$ cat src/rtl/divider_pkg.sv
// rtl/divider_pkg.sv - shared types and sizing helpers for the sequential divider
//
// Contents:
//   DEFAULT_W    default divisor/remainder width (dividend/quotient are 2*W)
//   div_state_e  controller states IDLE / BUSY / DONE
//   cnt_width()  step-counter width, $clog2(2*W)+1, so the counter can hold 2*W

package divider_pkg;

  localparam int DEFAULT_W = 256;

  typedef enum logic [1:0] {
    IDLE = 2'd0,
    BUSY = 2'd1,
    DONE = 2'd2
  } div_state_e;

  function automatic int cnt_width(input int w);
    return $clog2(2 * w) + 1;
  endfunction

endpackage

$ cat src/rtl/div_step.sv
// rtl/div_step.sv - one combinational restoring-division step
//
// Ports:
//   pr_in    [W:0]    partial remainder before the step
//   bit_in            next dividend bit (MSB first)
//   divisor  [W-1:0]  latched divisor
//   pr_out   [W:0]    partial remainder after the step
//   qbit              quotient bit produced by this step

module div_step
  import divider_pkg::*;
#(
  parameter int W = DEFAULT_W
) (
  input  logic [W:0]   pr_in,
  input  logic         bit_in,
  input  logic [W-1:0] divisor,
  output logic [W:0]   pr_out,
  output logic         qbit
);

  logic [W:0] shifted;
  logic [W:0] diff;
  logic       ge;

  assign shifted = {pr_in[W-1:0], bit_in};
  assign diff    = shifted - {1'b0, divisor};

  // The true shifted value is {pr_in, bit_in}; a set pr_in[W] would make it
  // at least 2^(W+1) and hence larger than any divisor. The stored remainder
  // is always below the divisor so that bit stays clear, but folding it in
  // keeps the comparison exact at W+1 bits without special cases.
  assign ge = pr_in[W] | (shifted >= {1'b0, divisor});

  assign qbit   = ge;
  assign pr_out = ge ? diff : shifted;

endmodule

$ cat src/rtl/seq_divider.sv
// rtl/seq_divider.sv - sequential restoring divider, 2W-bit by W-bit, valid/ready both sides
//
// Ports:
//   clk, rst_n            rising-edge clock, asynchronous active-low reset
//   in_valid / in_ready   operand handshake; operands sampled on the accept edge only
//   dividend  [2W-1:0]    unsigned numerator
//   divisor   [W-1:0]     unsigned denominator
//   out_valid / out_ready result handshake; outputs hold while out_ready is low
//   quotient  [2W-1:0]    floor(dividend / divisor)
//   remainder [W-1:0]     dividend mod divisor
//   div_zero              divisor was zero (only with DIV_ZERO_DETECT_EN)
//
// Build option: DIV_ZERO_DETECT_EN - a zero divisor skips the iteration and
// reports div_zero; without it div_zero is tied low and the full 2W steps run.

module seq_divider
  import divider_pkg::*;
#(
  parameter int W = DEFAULT_W
) (
  input  logic           clk,
  input  logic           rst_n,
  input  logic           in_valid,
  output logic           in_ready,
  input  logic [2*W-1:0] dividend,
  input  logic [W-1:0]   divisor,
  output logic           out_valid,
  input  logic           out_ready,
  output logic [2*W-1:0] quotient,
  output logic [W-1:0]   remainder,
  output logic           div_zero
);

  localparam int               CNT_W     = cnt_width(W);
  localparam logic [CNT_W-1:0] LAST_STEP = CNT_W'(2 * W - 1);

  div_state_e state, state_nxt;

  logic [2*W-1:0] dvd_sr;
  logic [2*W-1:0] quo;
  logic [W-1:0]   dvs;
  logic [W:0]     pr;
  logic [CNT_W-1:0] count;

  logic [W:0] step_pr;
  logic       step_qbit;
  logic       zero_fast;

`ifdef DIV_ZERO_DETECT_EN
  assign zero_fast = (divisor == '0);
`else
  assign zero_fast = 1'b0;
`endif

  div_step #(
    .W (W)
  ) u_step (
    .pr_in   (pr),
    .bit_in  (dvd_sr[2*W-1]),
    .divisor (dvs),
    .pr_out  (step_pr),
    .qbit    (step_qbit)
  );

  // State register
  always_ff @(posedge clk or negedge rst_n) begin
    if (!rst_n) begin
      state <= IDLE;
    end else begin
      state <= state_nxt;
    end
  end

  // Next state and handshake outputs
  always_comb begin
    state_nxt = state;
    in_ready  = 1'b0;
    out_valid = 1'b0;
    case (state)
      IDLE: begin
        in_ready = 1'b1;
        if (in_valid) begin
          state_nxt = zero_fast ? DONE : BUSY;
        end
      end
      BUSY: begin
        if (count == LAST_STEP) begin
          state_nxt = DONE;
        end
      end
      DONE: begin
        out_valid = 1'b1;
        if (out_ready) begin
          state_nxt = IDLE;
        end
      end
      default: begin
        state_nxt = IDLE;
      end
    endcase
  end

  // Datapath: dividend shifts out MSB-first while quotient bits shift in at
  // the LSB, so after 2W steps quo holds the full quotient.
  always_ff @(posedge clk or negedge rst_n) begin
    if (!rst_n) begin
      dvd_sr <= '0;
      dvs    <= '0;
      pr     <= '0;
      quo    <= '0;
      count  <= '0;
    end else begin
      case (state)
        IDLE: begin
          if (in_valid) begin
            dvs   <= divisor;
            count <= '0;
            if (zero_fast) begin
              // Same values the full iteration would produce for a zero divisor
              dvd_sr <= '0;
              quo    <= '1;
              pr     <= {1'b0, dividend[W-1:0]};
            end else begin
              dvd_sr <= dividend;
              quo    <= '0;
              pr     <= '0;
            end
          end
        end
        BUSY: begin
          dvd_sr <= {dvd_sr[2*W-2:0], 1'b0};
          quo    <= {quo[2*W-2:0], step_qbit};
          pr     <= step_pr;
          count  <= count + 1'b1;
        end
        default: begin
        end
      endcase
    end
  end

`ifdef DIV_ZERO_DETECT_EN
  logic dz_q;

  always_ff @(posedge clk or negedge rst_n) begin
    if (!rst_n) begin
      dz_q <= 1'b0;
    end else if (state == IDLE && in_valid) begin
      dz_q <= zero_fast;
    end else if (state == DONE && out_ready) begin
      dz_q <= 1'b0;
    end
  end

  assign div_zero = dz_q;
`else
  assign div_zero = 1'b0;
`endif

  assign quotient  = quo;
  assign remainder = pr[W-1:0];

endmodule
$ cat config.mk
export PLATFORM = sky130hd
export DESIGN_NAME = seq_divider
export DESIGN_NICKNAME = d
export VERILOG_FILES = /design/src/rtl/divider_pkg.sv /design/src/rtl/div_step.sv /design/src/rtl/seq_divider.sv
export SDC_FILE = /design/constraint.sdc
export NUM_CORES = 2
export LEC_CHECK = 0
export BUFFER_PORTS_ARGS = -buffer_cell sky130_fd_sc_hd__buf_2
export CAP_MARGIN = 20
export CORE_AREA = 2 2 601 603
export CTS_CLUSTER_SIZE = 30
export DETAILED_ROUTE_END_ITERATION = 8
export DIE_AREA = 0 0 603 605
export PLACE_DENSITY = 0.45
export REMOVE_ABC_BUFFERS = 1
export SKIP_LAST_GASP = 1
export SYNTH_ARGS = -nofsm -noshare
export SYNTH_HDL_FRONTEND = slang
export SYNTH_HIERARCHICAL = 1
export SYNTH_SLANG_ARGS = --single-unit
$ cat constraint.sdc
create_clock -name clk -period 7.8 [get_ports clk]
set_input_delay 0 -clock clk [delete_from_list [all_inputs] [get_ports clk]]
set_output_delay 0 -clock clk [all_outputs]
set_load 0.03 [all_outputs]
==> summary.txt <==
Logic synthesis
  • Register bit total from synthesis: 1549
  • Asr flop ratio synth: 100.0%
  • Synthesized cell area: 0.08898 mm2
  • Ys flop type: dfrtp_1
  • Mapped Cells: 11.54k
  • Sequential fraction of the synthesis area: 43.56%
  • Synth unique cells: 89
  • Post-synth EDFFs: 0
  • Syn. warnings: 6
  • Synth Area per Inst: 7.712 um2

Floorplan
  • IO Count: 1543
  • Core Area: 0.3581 mm2
  • Cell Rows: 220
  • Die ar.: 0.3648 mm2
  • Die W: 603 um
  • Initial Util: 24.85%
  • Die Y: 605 um

STA
  • Final period util: 76.00%
  • Final number of hold-violating endpoints: 0
  • Rel. slew slack: 17.01%
  • RSZ-0062 raised after global routing: no
  • Clock skew: 0.09211 ns
  • Least-Margin Pin Slew: 1.245 ns
  • Slew Viols, Final: 0
  • Worst hold slack: 0.07693 ns
  • Tmin final: 5.928 ns
  • Fmax: 0.1687 GHz
  • Fin Setup TNS: 0 ns
  • # setup viols final: 0

Clocking
  • Clock latency on the worst-skew pair: 0.91 ns
  • CTS clk-pin slew, worst paths: 0.06 ns
  • Clock Tree Buf Depth: 4
  • Post-CTS Setup Inserts: 0
  • Clock sink count: 1549
  • CTS tree: built
  • H-tree levels: 4
  • Hold-fix buffers at CTS: 1705
  • CTS buffer count: 199
  • CTS Root Cell: clkbuf_16
  • Post-CTS sizing: 0

Detailed routing
  • Via/cell ratio: 4.768
  • Avg WL per Cell: 21.30 um
  • Final wirelength: 406.4 mm
  • Total number of vias: 90.95k
  • Router iterations before antenna repair: 6
  • Post-route ant nets: 0
  • Drt initial violations: 7233
  • Post-route DRC: 0

Cells and area
  • FF+latch area: 0.03876 mm2
  • Area occupied by multi-input gates: 0.04331 mm2
  • Fill cells: 37.84k
  • Area Growth Syn to Fin: 37.48%
  • Post-layout net count: 15.12k
  • Share of layout cells above drive strength 1: 15.44%

Power and ir drop
  • VDD IR-drop max: 0.2669 mV
  • Leakage: 57.26 nW
  • Pwr dens: 395.8 mW/mm2
  • Final total power: 0.04842 W

Global route
  • Vias in the first global route: 90.42k
  • Initial antenna violation count: 72
  • First-pass GRT wire length: 598.5 mm
  • Gr ovfl total: 0
  • Overall Global Routing Usage: 21.37%
  • Largest net degree at the start of global routing: 211

Hold path
  • WHS Path Cells: 4
  • Class of the worst hold path: primary input to flop
  • Hold path startpoint: dividend[44]
  • Hold endpoint: dvd_sr[44]

Worst setup path
  • R2R cell count: 16
  • Crit. End Element: flop
  • Reg-to-Reg Start: pr[22]
  • Critical Path Source: pr[22]
  • Internal reg-to-reg setup slack: 1.87 ns
  • Required @ worst endpoint: 8.60 ns
  • Critical Path Start Type: flop
  • Crit Path Category: flop to flop
  • R2R Path End: pr[208]
  • Arrival @ worst endpoint: 6.72 ns
  • Worst-path fanout max: 6

Place
  • Detail Placement HPWL: 295.5 mm
  • Port-buffer cells: 1541
  • RePlAce Congestion: 0.9603

Run
  • Max Cap Viol: 0

Run status
  • Status: finished, final reports clean
==> per-layer routing <==
layer | global-route usage, % | part of all wire [%]
met1 | 26.53 | 42
met3 | 4.094 | 6.1
met4 | 10.39 | 5.3
met2 | 35.49 | 47
met5 | 0 | 0.027
==> where the power goes <==
part | total (W) | internal, W | switching, W
Combinational | 0.0262 | 0.00863 | 0.0176
Clock | 0.00978 | 0.00574 | 0.00404
Sequential | 0.0124 | 0.0103 | 0.00209
Total | 0.0484 | 0.0247 | 0.0237
==> cells in the mapped netlist, types with 21 or more instances <==
master / count / share of area (%)
nand2b_1: 22 / 0.15
nor2b_1: 22 / 0.15
a21o_1: 95 / 0.80
o31ai_1: 34 / 0.29
xor2_1: 101 / 0.99
ha_1: 257 / 3.6
a21boi_0: 25 / 0.21
nand4_1: 154 / 1.1
a21oi_2: 183 / 1.8
buf_1: 104 / 0.44
buf_4: 265 / 2.2
and4_1: 21 / 0.21
o21a_1: 42 / 0.35
a31oi_1: 542 / 3.8
nor4_1: 39 / 0.27
nand3_1: 812 / 4.6
nor2_1: 1051 / 4.4
o21bai_1: 85 / 0.72
buf_2: 226 / 1.3
buf_6: 83 / 1.1
xnor2_1: 150 / 1.5
nand2_1: 3802 / 16
clkbuf_1: 321 / 1.4
a21oi_1: 536 / 3.0
o21ai_0: 361 / 2.0
nor3_1: 67 / 0.38
inv_1: 342 / 1.4
dfrtp_1: 1549 / 44
==> state kept, by name (all words and copies together) (netlist names) <==
signal and flops:
quotient 512, dvs 256, state 2, dvd_sr 512
count 10, pr 257
==> critical path, cell delays in order (launching register included) <==
cell and delay, ns:
dfrtp_1 0.42, ha_1 0.41, a21oi_1 0.11, o21ai_0 0.55
o21bai_1 0.18, a311oi_1 0.38, o2111ai_1 0.24, a311oi_1 0.59
o21ai_0 0.26, a21oi_1 0.83, nor3_1 0.30, o31ai_1 0.73
a21oi_1 0.29, xor2_1 0.21, a21oi_2 0.15, nand2_1 0.07
nand2_1 0.08
==> cell usage in the layout, fill, tap and decap left out, drive strengths merged, types with 7 or more instances in the layout <==
master / instances
ha: 257
clkinv: 40
nor2: 1051
and3: 14
buf: 1647
a41oi: 8
nor4: 39
a31o: 9
or2: 19
a21boi: 28
nor3: 68
o21ai: 372
a21o: 95
o221ai: 12
xnor2: 150
inv: 350
o31ai: 36
xor2: 101
clkbuf: 293
and4: 21
o211ai: 17
a221oi: 9
a211o: 7
a21oi: 719
dlygate4sd3: 1704
o21bai: 86
a211oi: 13
nand3: 813
dfrtp: 1549
and2: 14
diode: 53
or3: 17
a31oi: 542
nand4: 154
nor2b: 22
bufinv: 17
o21a: 42
nand2b: 22
nand2: 3802
==> layout make-up <==
class | count | share of cell area [%]
inverters | 343 | 1.066
diodes | 53 | 0.1084
clock inverters | 69 | 0.8632
well taps | 4773 | 4.882
flip-flops and latches | 1549 | 31.69
multi-input cells | 8646 | 35.40
repair buffers | 3351 | 21.26
clock buffers | 293 | 4.727
==> stage by stage <==
stage / worst slack (ns) / util, % / instances / cell area, um2
final: 1.872 / 34.16 / 19080 / 122300
after global routing: 1.547 / 34.15 / 19070 / 122300
after CTS: 1.968 / 34.12 / 19020 / 122200
after detailed placement: 1.981 / 27.44 / 16960 / 98280
after global placement: 1.945 / 27.43 / 16950 / 98240
after floorplan: -26.17 / - / 10540 / 83320
==> cell families after synthesis <==
family | count (synthesis) | share of synthesized area [%]
adder cells (fa/ha/maj) | 258 | 3.636
other | 1 | 0.004214
multiplexers | 2 | 0.02390
AO/OA/AOI/OAI | 2060 | 14.56
flip-flops | 1549 | 43.56
AND/OR/NAND/NOR | 6074 | 27.94
buffers and inverters | 1343 | 7.806
XOR/XNOR | 251 | 2.471
==> worst max path at each step <==
stage / cells after the start / endpoint / slack, ns
floorplan: 3 / count[2] / -26.17
global placement: 15 / pr[61] / 1.94
detailed placement: 19 / pr[63] / 1.98
CTS: 19 / pr[56] / 1.97
global route: 19 / pr[46] / 1.55
finish: 16 / pr[208] / 1.87
Power figures use the tool's default switching activity.
